===== src/rtl/if_prefetch_queue.sv =====
// Instruction prefetch queue between the instruction-memory bus and the IF stage.
// Issues sequential word fetches and buffers the returned words with their PC in
// a small FIFO. Responses to requests issued before a redirect are counted in
// 'drop' and discarded as they come back, so stale instructions never enter the
// queue.
module if_prefetch_queue #(
  parameter int          DEPTH    = 4,
  parameter logic [31:0] RESET_PC = 32'h0000_0000
) (
  input  logic        clk,
  input  logic        rst_n,
  input  logic        redirect_valid,
  input  logic [31:0] redirect_pc,
  output logic        imem_req_valid,
  input  logic        imem_req_ready,
  output logic [31:0] imem_req_addr,
  input  logic        imem_resp_valid,
  input  logic [31:0] imem_resp_data,
  output logic        fetch_valid,
  input  logic        fetch_ready,
  output logic [31:0] fetch_PC,
  output logic [31:0] fetch_NPC,
  output logic [31:0] fetch_IR
);

  localparam int          PW        = $clog2(DEPTH);
  localparam int          CW        = PW + 1;
  localparam logic [CW:0] DEPTH_W   = (CW+1)'(DEPTH);
  localparam logic [31:0] NOOP_INST = 32'h0000_0013;

  logic [31:0]   req_pc;
  logic [31:0]   resp_pc;
  logic [CW-1:0] count;
  logic [CW-1:0] live;
  logic [CW-1:0] drop;
  logic [PW-1:0] head;
  logic [PW-1:0] tail;
  logic [31:0]   pc_mem [DEPTH];
  logic [31:0]   ir_mem [DEPTH];

  logic [CW:0]   occ_sum;
  logic [CW:0]   out_sum;
  logic          accept;
  logic          push;
  logic          pop;
  logic          resp_drop;

  // Issue gate and handshake qualifiers. count+live bounds the FIFO so a
  // response always has a slot; live+drop bounds what the memory holds.
  always_comb begin
    occ_sum        = {1'b0, count} + {1'b0, live};
    out_sum        = {1'b0, live} + {1'b0, drop};
    imem_req_valid = rst_n && !redirect_valid && (occ_sum < DEPTH_W) && (out_sum < DEPTH_W);
    imem_req_addr  = req_pc;
    accept         = imem_req_valid && imem_req_ready;
    resp_drop      = imem_resp_valid && (drop != '0);
    push           = imem_resp_valid && (drop == '0) && !redirect_valid;
    pop            = fetch_valid && fetch_ready && !redirect_valid;
  end

  // Head of the queue; when empty, show a NOOP and the next PC expected to arrive.
  always_comb begin
    fetch_valid = (count != '0);
    fetch_PC    = fetch_valid ? pc_mem[head] : resp_pc;
    fetch_IR    = fetch_valid ? ir_mem[head] : NOOP_INST;
    fetch_NPC   = fetch_PC + 32'd4;
  end

  // Control state: fetch/response PCs, occupancy, in-flight bookkeeping, pointers.
  // A redirect wins over everything; everything still in flight becomes 'drop',
  // minus the response that lands (and is discarded) in the redirect cycle.
  always_ff @(posedge clk or negedge rst_n) begin
    if (!rst_n) begin
      req_pc  <= RESET_PC;
      resp_pc <= RESET_PC;
      count   <= '0;
      live    <= '0;
      drop    <= '0;
      head    <= '0;
      tail    <= '0;
    end else if (redirect_valid) begin
      req_pc  <= redirect_pc;
      resp_pc <= redirect_pc;
      count   <= '0;
      live    <= '0;
      drop    <= drop + live - CW'(imem_resp_valid);
      head    <= '0;
      tail    <= '0;
    end else begin
      if (accept) req_pc <= req_pc + 32'd4;
      if (push) begin
        resp_pc <= resp_pc + 32'd4;
        tail    <= tail + 1'b1;
      end
      if (pop) head <= head + 1'b1;
      live  <= live + CW'(accept) - CW'(push);
      drop  <= drop - CW'(resp_drop);
      count <= count + CW'(push) - CW'(pop);
    end
  end

  // Entry storage; contents are only observed while count covers them, so no reset.
  always_ff @(posedge clk) begin
    if (push) begin
      pc_mem[tail] <= resp_pc;
      ir_mem[tail] <= imem_resp_data;
    end
  end

endmodule


===== config.mk =====
export PLATFORM = sky130hd
export DESIGN_NAME = if_prefetch_queue
export DESIGN_NICKNAME = d
export VERILOG_FILES = /design/src/rtl/if_prefetch_queue.sv
export SDC_FILE = /design/constraint.sdc
export NUM_CORES = 1
export LEC_CHECK = 0
export ABC_AREA = 1
export BUFFER_PORTS_ARGS = -buffer_cell sky130_fd_sc_hd__buf_2
export CORE_ASPECT_RATIO = 0.7
export CORE_UTILIZATION = 43
export DETAILED_ROUTE_END_ITERATION = 6
export PLACE_DENSITY = 0.65
export SLEW_MARGIN = 20
export SYNTH_ARGS = -nofsm -noshare
export SYNTH_HDL_FRONTEND = slang
export SYNTH_SLANG_ARGS = --single-unit

===== constraint.sdc =====
create_clock -name clk -period 9.5 [get_ports clk]
set_clock_uncertainty 0.1 [all_clocks]
set_input_delay 0.475 -clock clk [delete_from_list [all_inputs] [get_ports clk]]
set_output_delay 0.475 -clock clk [all_outputs]
set_load 0.03 [all_outputs]

==> impl.org, run 1 <==
** STA
- For the pin with the worst max-slew slack, the measured transition is 1.06 ns.
- Slew Limit Fails :: 0
- Max-slew headroom :: between 20% and 30%
- Upper clock frequency limit :: between 150 and 200 MHz
- The final-report hold violation count is 0.
- Setup repair after global routing left no endpoint under its margin.
- Setup violations remaining at the end of the flow were counted as 0.
- Share of the cycle needed by the critical path after routing :: 61.4%
- After routing, the total negative slack on setup checks comes to 0 ns.
- For the finished layout, the period the worst path requires is slightly below 6 ns.

** Global routing
- Global routing consumed, over all layers together, ~24% of the routing resources.
- The first global-routing pass estimated around 74 mm of wire.
- Number of global-route vias before repair :: ~13,000
- The total overflow left after global routing is 0.
- Entering global routing, the biggest net connects 76 pins.
- Antenna violations before repair :: 0

** Routing
- The detailed router placed between 10,000 and 15,000 vias in this run.
- In this run, the number of DRC markers left after iteration 0 of detailed routing was 1,656.
- After detailed routing, the average wire length per cell comes to 18.5 microns.
- Wire length after detailed routing :: ~48 mm
- Remaining antenna violation count :: 0
- Number of vias per cell after detailed routing :: 5.22
- In the routed design, unresolved DRC markers number 0.
- Before antenna repair, the detailed router went through 6 iterations.

** Place
- The number of placed instances, taps included, is approximately 2,500.
- Count of input and output buffers :: a little under 200
- Placed instance area :: ~18,000 sq um
- Detailed placement ended at an HPWL of approximately 32 mm.
- At the end of routability-driven placement, the weighted congestion stood at approximately 1.

** Layout
- Most frequent standard cell in the layout excluding fill and tap cells :: sky130_fd_sc_hd__nand2_1
- Compared with the post-synthesis result, the final layout area differs by 15.0%.
- Final net count :: ~2,100
- Fraction of final layout cells with drive strength greater than 1 :: between 10% and 20%
- Inserted Diodes :: 0
- Final standard cell area without fillers :: between 15,000 and 20,000 sq um
- The finished layout holds around 2,600 standard cells, fillers aside.
- The library cells used most frequently in the layout, excluding fill and tap cells, are sky130_fd_sc_hd__nand2_1, sky130_fd_sc_hd__edfxtp_1, sky130_fd_sc_hd__nor2_1.

** Die
- Die span in x :: 238 microns
- The die covers about 40,000 sq um.
- From bottom edge to top edge, the die measures between 150 and 200 microns.
- Row generation in the floorplan step produced 60 rows.
- The total area inside the core boundary comes to about 38,000 sq um.
- Number of placed I/O pins :: 200
- Initial Utilization :: 43.6%

** Critical path
- Critical Path Start Type :: register
- The worst setup path is captured at a primary output.
- The most numerous cell type found on the critical path is sky130_fd_sc_hd__nand2_1.
- CP max-delay cell :: sky130_fd_sc_hd__dfrtp_4
- Critical-path cell list :: clkinv_2, buf_4, nand2_1, nand3_1, nand2_1, nand2_1, nand2_1, ha_1, nand3_1, nor2_2, nand3_1, nor2_2, xor2_1, buf_2
- Data on the critical path arrives at its endpoint at 5.26 ns.
- Delay of the slowest cell on the worst path :: 0.93 ns
- The critical path is of the reg -> out type.
- Highest fanout seen on the critical path :: 66
- At the worst endpoint, the required time is between 8 and 9 ns.

** Logic synthesis
- The Yosys step of the flow raised 0 warnings.
- The synthesized netlist devotes about 6.3% of its cell area to compound gates.
- After synthesis, the largest family of logic cells by area is simple AND/OR/NAND/NOR gates.
- Biggest area contributors in the synthesized netlist :: sky130_fd_sc_hd__edfxtp_1, sky130_fd_sc_hd__dfrtp_1, sky130_fd_sc_hd__nand2_1
- After synthesis, the share of cell area in mux cells is 0.0598%.
- Synth Area in Adders :: around 1.9%
- Cell type contributing the most total cell area after synthesis :: sky130_fd_sc_hd__edfxtp_1
- Each instance of the synthesized netlist takes up on average 9.00 sq um.
- Summing the areas of all and, or, nand and nor instances in the mapped netlist gives around a quarter of the synthesized area.
- The cell area that synthesis handed to floorplanning was around 17,000 sq um.
- Counting every net in the synthesized netlist gives 1,954.
- Mapped Cells :: around 1,900
- Of the synthesized area, sequential elements account for between 50% and 60%.
- After Yosys synthesis, XOR and XNOR cells account for between 2 and 3% of the synthesized area.
- Number of library cell types mapped by synthesis :: just over 40
- Yosys top cell area share :: roughly 46%
- Counting flops and latches in the post-synthesis netlist gives roughly 330.

** Clock tree
- Worst-skew pair later-pin latency :: about 0.53 ns
- The H-tree was split into 2 levels.
- After clock tree synthesis, the flow added hold-fix buffers numbering 1.
- The tree is rooted in a sky130_fd_sc_hd__clkbuf_16.
- TritonCTS built the clock tree.
- After clock tree synthesis, the repair step resized 0 gates.
- TritonCTS buffer count :: 36
- CTS clock-pin slew for the worst setup and hold paths :: 0.06 ns
- Bufs on Longest Clock Path :: 3
- Post-CTS setup buffers :: 0
- Total number of clock tree sinks :: between 300 and 400

** Status
- The flow ran to the end, and the final reports show no timing, DRC or antenna violations.

** Hold path
- Worst Hold Class :: in -> reg

** Power
- In this run, the clock network consumes 22.3% of the power.
- The internal power of the cells totals 3.18 mW.
- Of the total power, the share spent switching nets is ~48%.
- The analysis attributes to cell leakage a power of between 8 and 9 nW.
- Logic gate share of total power :: 46.9%
- Summed over all nets, the switching power comes to 2.90 mW.
- Relative contribution of sequential cells to total power :: 30.8%
- IR analysis of the VDD net gives a maximum drop of 0.000256 V.
- Power per cell area :: between 300 and 400 nW/um^2

** Job
- Max-cap violations in this run came to 0.
## worst max-delay path: cells and delay by family (launching register included)
kind	cells	cell delay, ns
AND/OR/NAND/NOR	9	1.42
adder cells (fa/ha/maj)	1	0.23
XOR/XNOR	1	0.27
flip-flops	1	0.93
buffers and inverters	3	1.78
## logic make-up (layout without fill, tap and decap cells)
logic type / Yosys count / count (layout)
multiplexers: 1 / 1
AND/OR/NAND/NOR: 966 / 966
buffers and inverters: 296 / 499
XOR/XNOR: 56 / 56
flip-flops: 333 / 333
AO/OA/AOI/OAI: 186 / 186
adder cells (fa/ha/maj): 23 / 23
## metrics by stage
stage / hold WS [ns] / power (mW) / util (%) / setup slack, ns
detailed placement: 0.325 / 4.73 / 47.2 / 4.26
global route: 0.0460 / 6.40 / 50.1 / 3.22
global placement: 0.327 / 4.70 / 47.2 / 4.34
CTS: 0.0368 / 6.09 / 50.1 / 3.71
finish: 0.0632 / 6.08 / 50.1 / 3.67
floorplan: 0.0794 / 3.83 / - / 5.11
## sequential cells by signal, indices dropped and copies added (netlist names)
| name | cells |
|---|---|
| drop | 3 |
| ir_mem | 128 |
| count | 3 |
| resp_pc | 32 |
| pc_mem | 128 |
| imem_req_addr | 32 |
| tail | 2 |
| live | 3 |
| head | 2 |
## final timing paths
| kind | startpoint | to | slack (ns) | cells past startpoint |
|---|---|---|---|---|
| min in group asynchronous | rst_n | imem_req_addr[8]$_DFFE_PN0N_ | 0.30 | 2 |
| hold reg to reg | imem_req_addr[0]$_DFFE_PN0P_ | imem_req_addr[0]$_DFFE_PN0P_ | 0.38 | 2 |
| setup / recovery | head[0]$_DFFE_PN0P_ | fetch_NPC[14] | 3.67 | 14 |
| setup reg to reg | live[2]$_DFF_PN0_ | imem_req_addr[6]$_DFFE_PN0N_ | 5.90 | 7 |
| hold / removal | imem_resp_data[24] | ir_mem[0][24]$_DFFE_PP_ | 0.06 | 1 |
| max in group asynchronous | rst_n | head[0]$_DFFE_PN0P_ | 7.91 | 3 |
## synth_stat cells, drive strengths merged
library cell  count
a21boi            2
a21oi            35
a22o              1
a22oi             1
a31oi             5
buf              51
clkbuf           24
clkinv            1
dfrtp            77
edfxtp          256
fa                3
ha               20
inv             220
mux2i             1
nand2           523
nand3           132
nand3b            3
nand4            23
nor2            254
nor3             23
nor4              5
o211ai           23
o21ai           102
o21bai            2
o221ai            6
o22ai             3
o311ai            3
o31ai             3
or2               3
xnor2             6
xor2             50
## layout make-up
type,count,area [sq um]
sequential,333,9620
clock buffer,46,981
multi-input combinational,1232,5930
clock inverter,19,141
tap,527,659
fill,3621,19200
timing repair buffer,213,1110
inverter,221,831
## power by group through the flow
| stage | sequential (mW) | combinational (mW) | clock, mW |
|---|---|---|---|
| 4_1_cts | 1.87 | 2.84 | 1.38 |
| 6_report | 1.87 | 2.85 | 1.36 |
| 3_5_place_dp | 1.90 | 2.83 | 0 |
| 3_3_place_gp | 1.89 | 2.81 | 0 |
| 2_1_floorplan | 1.87 | 1.96 | 0 |
| 5_1_grt | 1.89 | 3.07 | 1.44 |
## layer usage
| layer | global-route usage (%) | vias to the layer above | wire, microns |
|---|---|---|---|
| li1 | - | 6432 | - |
| met1 | 36.3 | 6483 | 21700 |
| met2 | 35.1 | 555 | 20600 |
| met3 | 5.56 | 64 | 4340 |
| met4 | 7.29 | 0 | 1230 |
| met5 | 0 | - | 0 |
No activity file was read; power rests on OpenSTA's default activity.
==> run 2: changes to the inputs <==
- clock period: 9.5 -> 5.8 ns (I/O delays scaled with it)
==> impl.org, run 2 (synthesis gave the netlist of run 1 again) <==
** STA
- Upper clock frequency limit :: ~220 MHz
- The final count of negative-setup-slack endpoints came to 0 (unchanged).
- The worst path uses 79.4% of the clock period.
- The transition at the pin with the smallest max-transition slack came to 1.09 ns (was 1.06 ns).
- Max-slew headroom :: 27.0% (was 29.0%)
- The max-slew violation total from the final report is 0 (unchanged).
- The final-report hold violation count was 0 (unchanged).
- The accumulated negative setup slack came to 0 ns (unchanged).
- Unrepaired setup endpoints after global routing: false (unchanged).
- Shortest clock period the worst path allows after layout :: 4.61 ns
- The worst hold-check slack came to 0.0313 ns (was 0.0632 ns).

** Die
- The area of the core region is 38,400 sq um (unchanged).
- The full die area was 39,800 sq um (unchanged).
- The standard-cell row count was 60 (unchanged).
- The starting utilization of the core area came to 43.6% (unchanged).
- The count of boundary I/O pins came to 200 (unchanged).
- The die outline height was 167 microns (unchanged).
- Die span in x :: 238 microns (unchanged)

** Layout
- The total number of nets in the final design is 2,197 (was 2,130).
- Layout overhead on the synthesized area :: 19.2% (was 15.0%)
- Commonest non-fill, non-tap cells in the layout :: sky130_fd_sc_hd__nand2_1, sky130_fd_sc_hd__edfxtp_1, sky130_fd_sc_hd__nor2_1 (unchanged)
- Regs by FF count: ir_mem (128), pc_mem (128) (unchanged).
- The total inserted antenna cells is 0 (unchanged).
- The leading cell type in the layout, fill and taps excluded was sky130_fd_sc_hd__nand2_1 (unchanged).
- Number of cells in the finished layout apart from fillers :: 2,660 (was 2,591)
- The final design area excluding fillers came to 20,000 sq um (was 19,300 sq um).
- The share of layout cells above drive strength 1 came to 15.4% (was 15.1%).

** Clock tree
- The number of clock sinks seen by CTS came to 333 (unchanged).
- The cell chosen for the clock root is sky130_fd_sc_hd__clkbuf_16 (unchanged).
- Bufs on Longest Clock Path :: 3 (unchanged)
- CTS clock-pin slew for the worst setup and hold paths :: 0.05 ns (was 0.06 ns)
- Number of cells upsized or downsized after cts :: 0 (unchanged)
- TritonCTS buffer count :: 37 (was 36)
- The deepest level of the CTS H-tree is 2 (unchanged).
- Worst-skew pair later-pin latency :: 0.54 ns (was 0.53 ns)
- The clock tree from TritonCTS is done (unchanged).

** Critical path
- Critical-path cell list :: clkinv_2, buf_4, nand2_1, nand2_1, nand2_1, o21ai_1, nand2_1, nand2_1, ha_1, nand3_1, nor2_2, nand3_1, nor2_2, xor2_1, buf_2 (was clkinv_2, buf_4, nand2_1, nand3_1, nand2_1, nand2_1, nand2_1, ha_1, nand3_1, nor2_2, nand3_1, nor2_2, xor2_1, buf_2)
- Data arrival time of the critical path :: 4.22 ns (was 5.26 ns)
- The maximum fanout count along the critical path was 78 (was 66).
- The worst stage delay on the critical path came to 0.80 ns (was 0.93 ns).
- The sort of element at the start of the critical path is a register (unchanged).
- Bufs and invs on worst path :: 3 (unchanged)
- The highest-delay cell along the critical path was sky130_fd_sc_hd__dfrtp_4 (unchanged).
- The critical path's top delay family is simple AND/OR/NAND/NOR gates (was buffers and inverters).
- Worst setup path class :: reg -> out (unchanged)
- Reg2reg setup slack :: 2.29 ns (was 5.90 ns)
- The worst path required time came to 5.41 ns (was 8.93 ns).
- Worst setup EP type :: primary output (unchanged)
- Worst path most repeated cell :: sky130_fd_sc_hd__nand2_1 (unchanged)

** Global routing
- Pin count of the biggest net entering global routing :: 79 (was 76)
- Wire length of the first global-routing pass :: 75.1 mm (was 74.3 mm)
- The via count of the first global-routing pass was 13,200 (was 12,700).
- The number of antenna violations at the first check in global routing was 0 (unchanged).
- GRT Residual Overflow :: 0 (unchanged)
- Total routing resource utilization after global routing :: 24.7% (was 24.3%)

** Place
- Detailed-placement wirelength estimate :: 32.6 mm (was 31.8 mm)
- The placed instance count came to 2,532 (was 2,525).
- Placed instance area :: 18,200 sq um (was 18,100 sq um)
- The routability congestion estimate is 0.988 (was 0.975).
- Count of input and output buffers :: 199 (unchanged)

** Job
- The max-capacitance violation count is 0 (unchanged).

** Status
- Outcome :: complete, but fails checks (was finished, final reports clean)
- The checks that failed: design-rule violations.

** Routing
- The detailed-route DRC error count came to 1 (was 0).
- TritonRoute pass-1 iters :: 7 (was 6)
- The average detailed-routed wire length per instance came to 18.4 microns (was 18.5 microns).
- The final wirelength was 48.8 mm (was 47.9 mm).
- Iter 0 DRT Violations :: 1,377 (was 1,656)
- The post-route antenna net violation count came to 0 (unchanged).
- The via-per-instance ratio was 5.19 (was 5.22).
- The total via count in the routed design came to 13,800 (was 13,500).

** Hold path
- Worst Hold Class :: in -> reg (unchanged)

** Power
- The power per unit of standard cell area was 504 nW/um^2 (was 316 nW/um^2).
- Max IR drop VDD :: 0.000397 V (was 0.000256 V)
- Leakage power total :: 8.66 nW (was 8.34 nW)
- The total power is 10.1 mW (was 6.08 mW).
==> run 2: changes by cell type in the layout (fill, tap and decap cells not counted), moves of 2 or more <==
| cell | delta |
|---|---|
| sky130_fd_sc_hd__dlygate4sd3_1 | +59 |
| sky130_fd_sc_hd__clkbuf_8 | +3 |
| sky130_fd_sc_hd__buf_4 | +6 |
| sky130_fd_sc_hd__clkbuf_1 | -2 |
| sky130_fd_sc_hd__clkinv_1 | -5 |
| sky130_fd_sc_hd__clkinv_2 | +7 |
==> run 2: where the power goes <==
group | total (mW) | internal, mW | leakage (nW) | switching [mW]
Clock | 2.26 | 1.31 | 0.581 | 0.948
Combinational | 4.72 | 1.17 | 4.82 | 3.55
Sequential | 3.08 | 2.78 | 3.26 | 0.296
==> run 2: worst paths after layout <==
check | from | endpoint | depth (start not counted)
max reg2reg | drop[1]$_DFF_PN0_ | ir_mem[0][15]$_DFFE_PP_ | 7
min in group asynchronous | rst_n | imem_req_addr[9]$_DFFE_PN0N_ | 2
max | head[0]$_DFFE_PN0P_ | fetch_NPC[14] | 15
min reg2reg | imem_req_addr[1]$_DFFE_PN0P_ | imem_req_addr[1]$_DFFE_PN0P_ | 2
min | fetch_ready | head[0]$_DFFE_PN0P_ | 3
max in group asynchronous | rst_n | imem_req_addr[25]$_DFFE_PN0N_ | 3
==> run 2: area by class of cell <==
cell class                      count  area, sq um
Tap cell                          527          659
Inverter                          221          831
Sequential cell                   333         9620
Multi-Input combinational cell   1232         5930
Clock inverter                     20          128
Fill cell                        3578        18500
Clock buffer                       48         1040
Timing Repair Buffer              279         1760
==> run 2: timing repair <==
action,4_1_cts,5_1_grt
hold buffers,60,0
endpoints found under the hold margin,208,0
buffers inserted,0,0
==> run 2: worst min-delay path, stage by stage <==
cell and delay [ns]:
sky130_fd_sc_hd__buf_2 0.10, sky130_fd_sc_hd__nand2_1 0.15, sky130_fd_sc_hd__a21oi_1 0.09
==> run 2: stage by stage <==
| stage | setup slack [ns] | utilization (%) |
|---|---|---|
| after floorplan | 1.42 | - |
| after global placement | 1.79 | 47.3 |
| after detailed placement | 1.75 | 47.3 |
| after CTS | 1.17 | 51.9 |
| after global routing | 0.854 | 51.9 |
| final | 1.19 | 51.9 |
==> run 2: layer usage <==
metal	part of all wire, %	wire length (microns)	vias to the layer above	GRT usage (%)
li1	-	-	6590	-
met1	45	22000	6520	35.4
met2	43	20900	611	36.6
met3	10	4860	83	6.94
met4	2.3	1110	0	6.56
met5	0	0	-	0
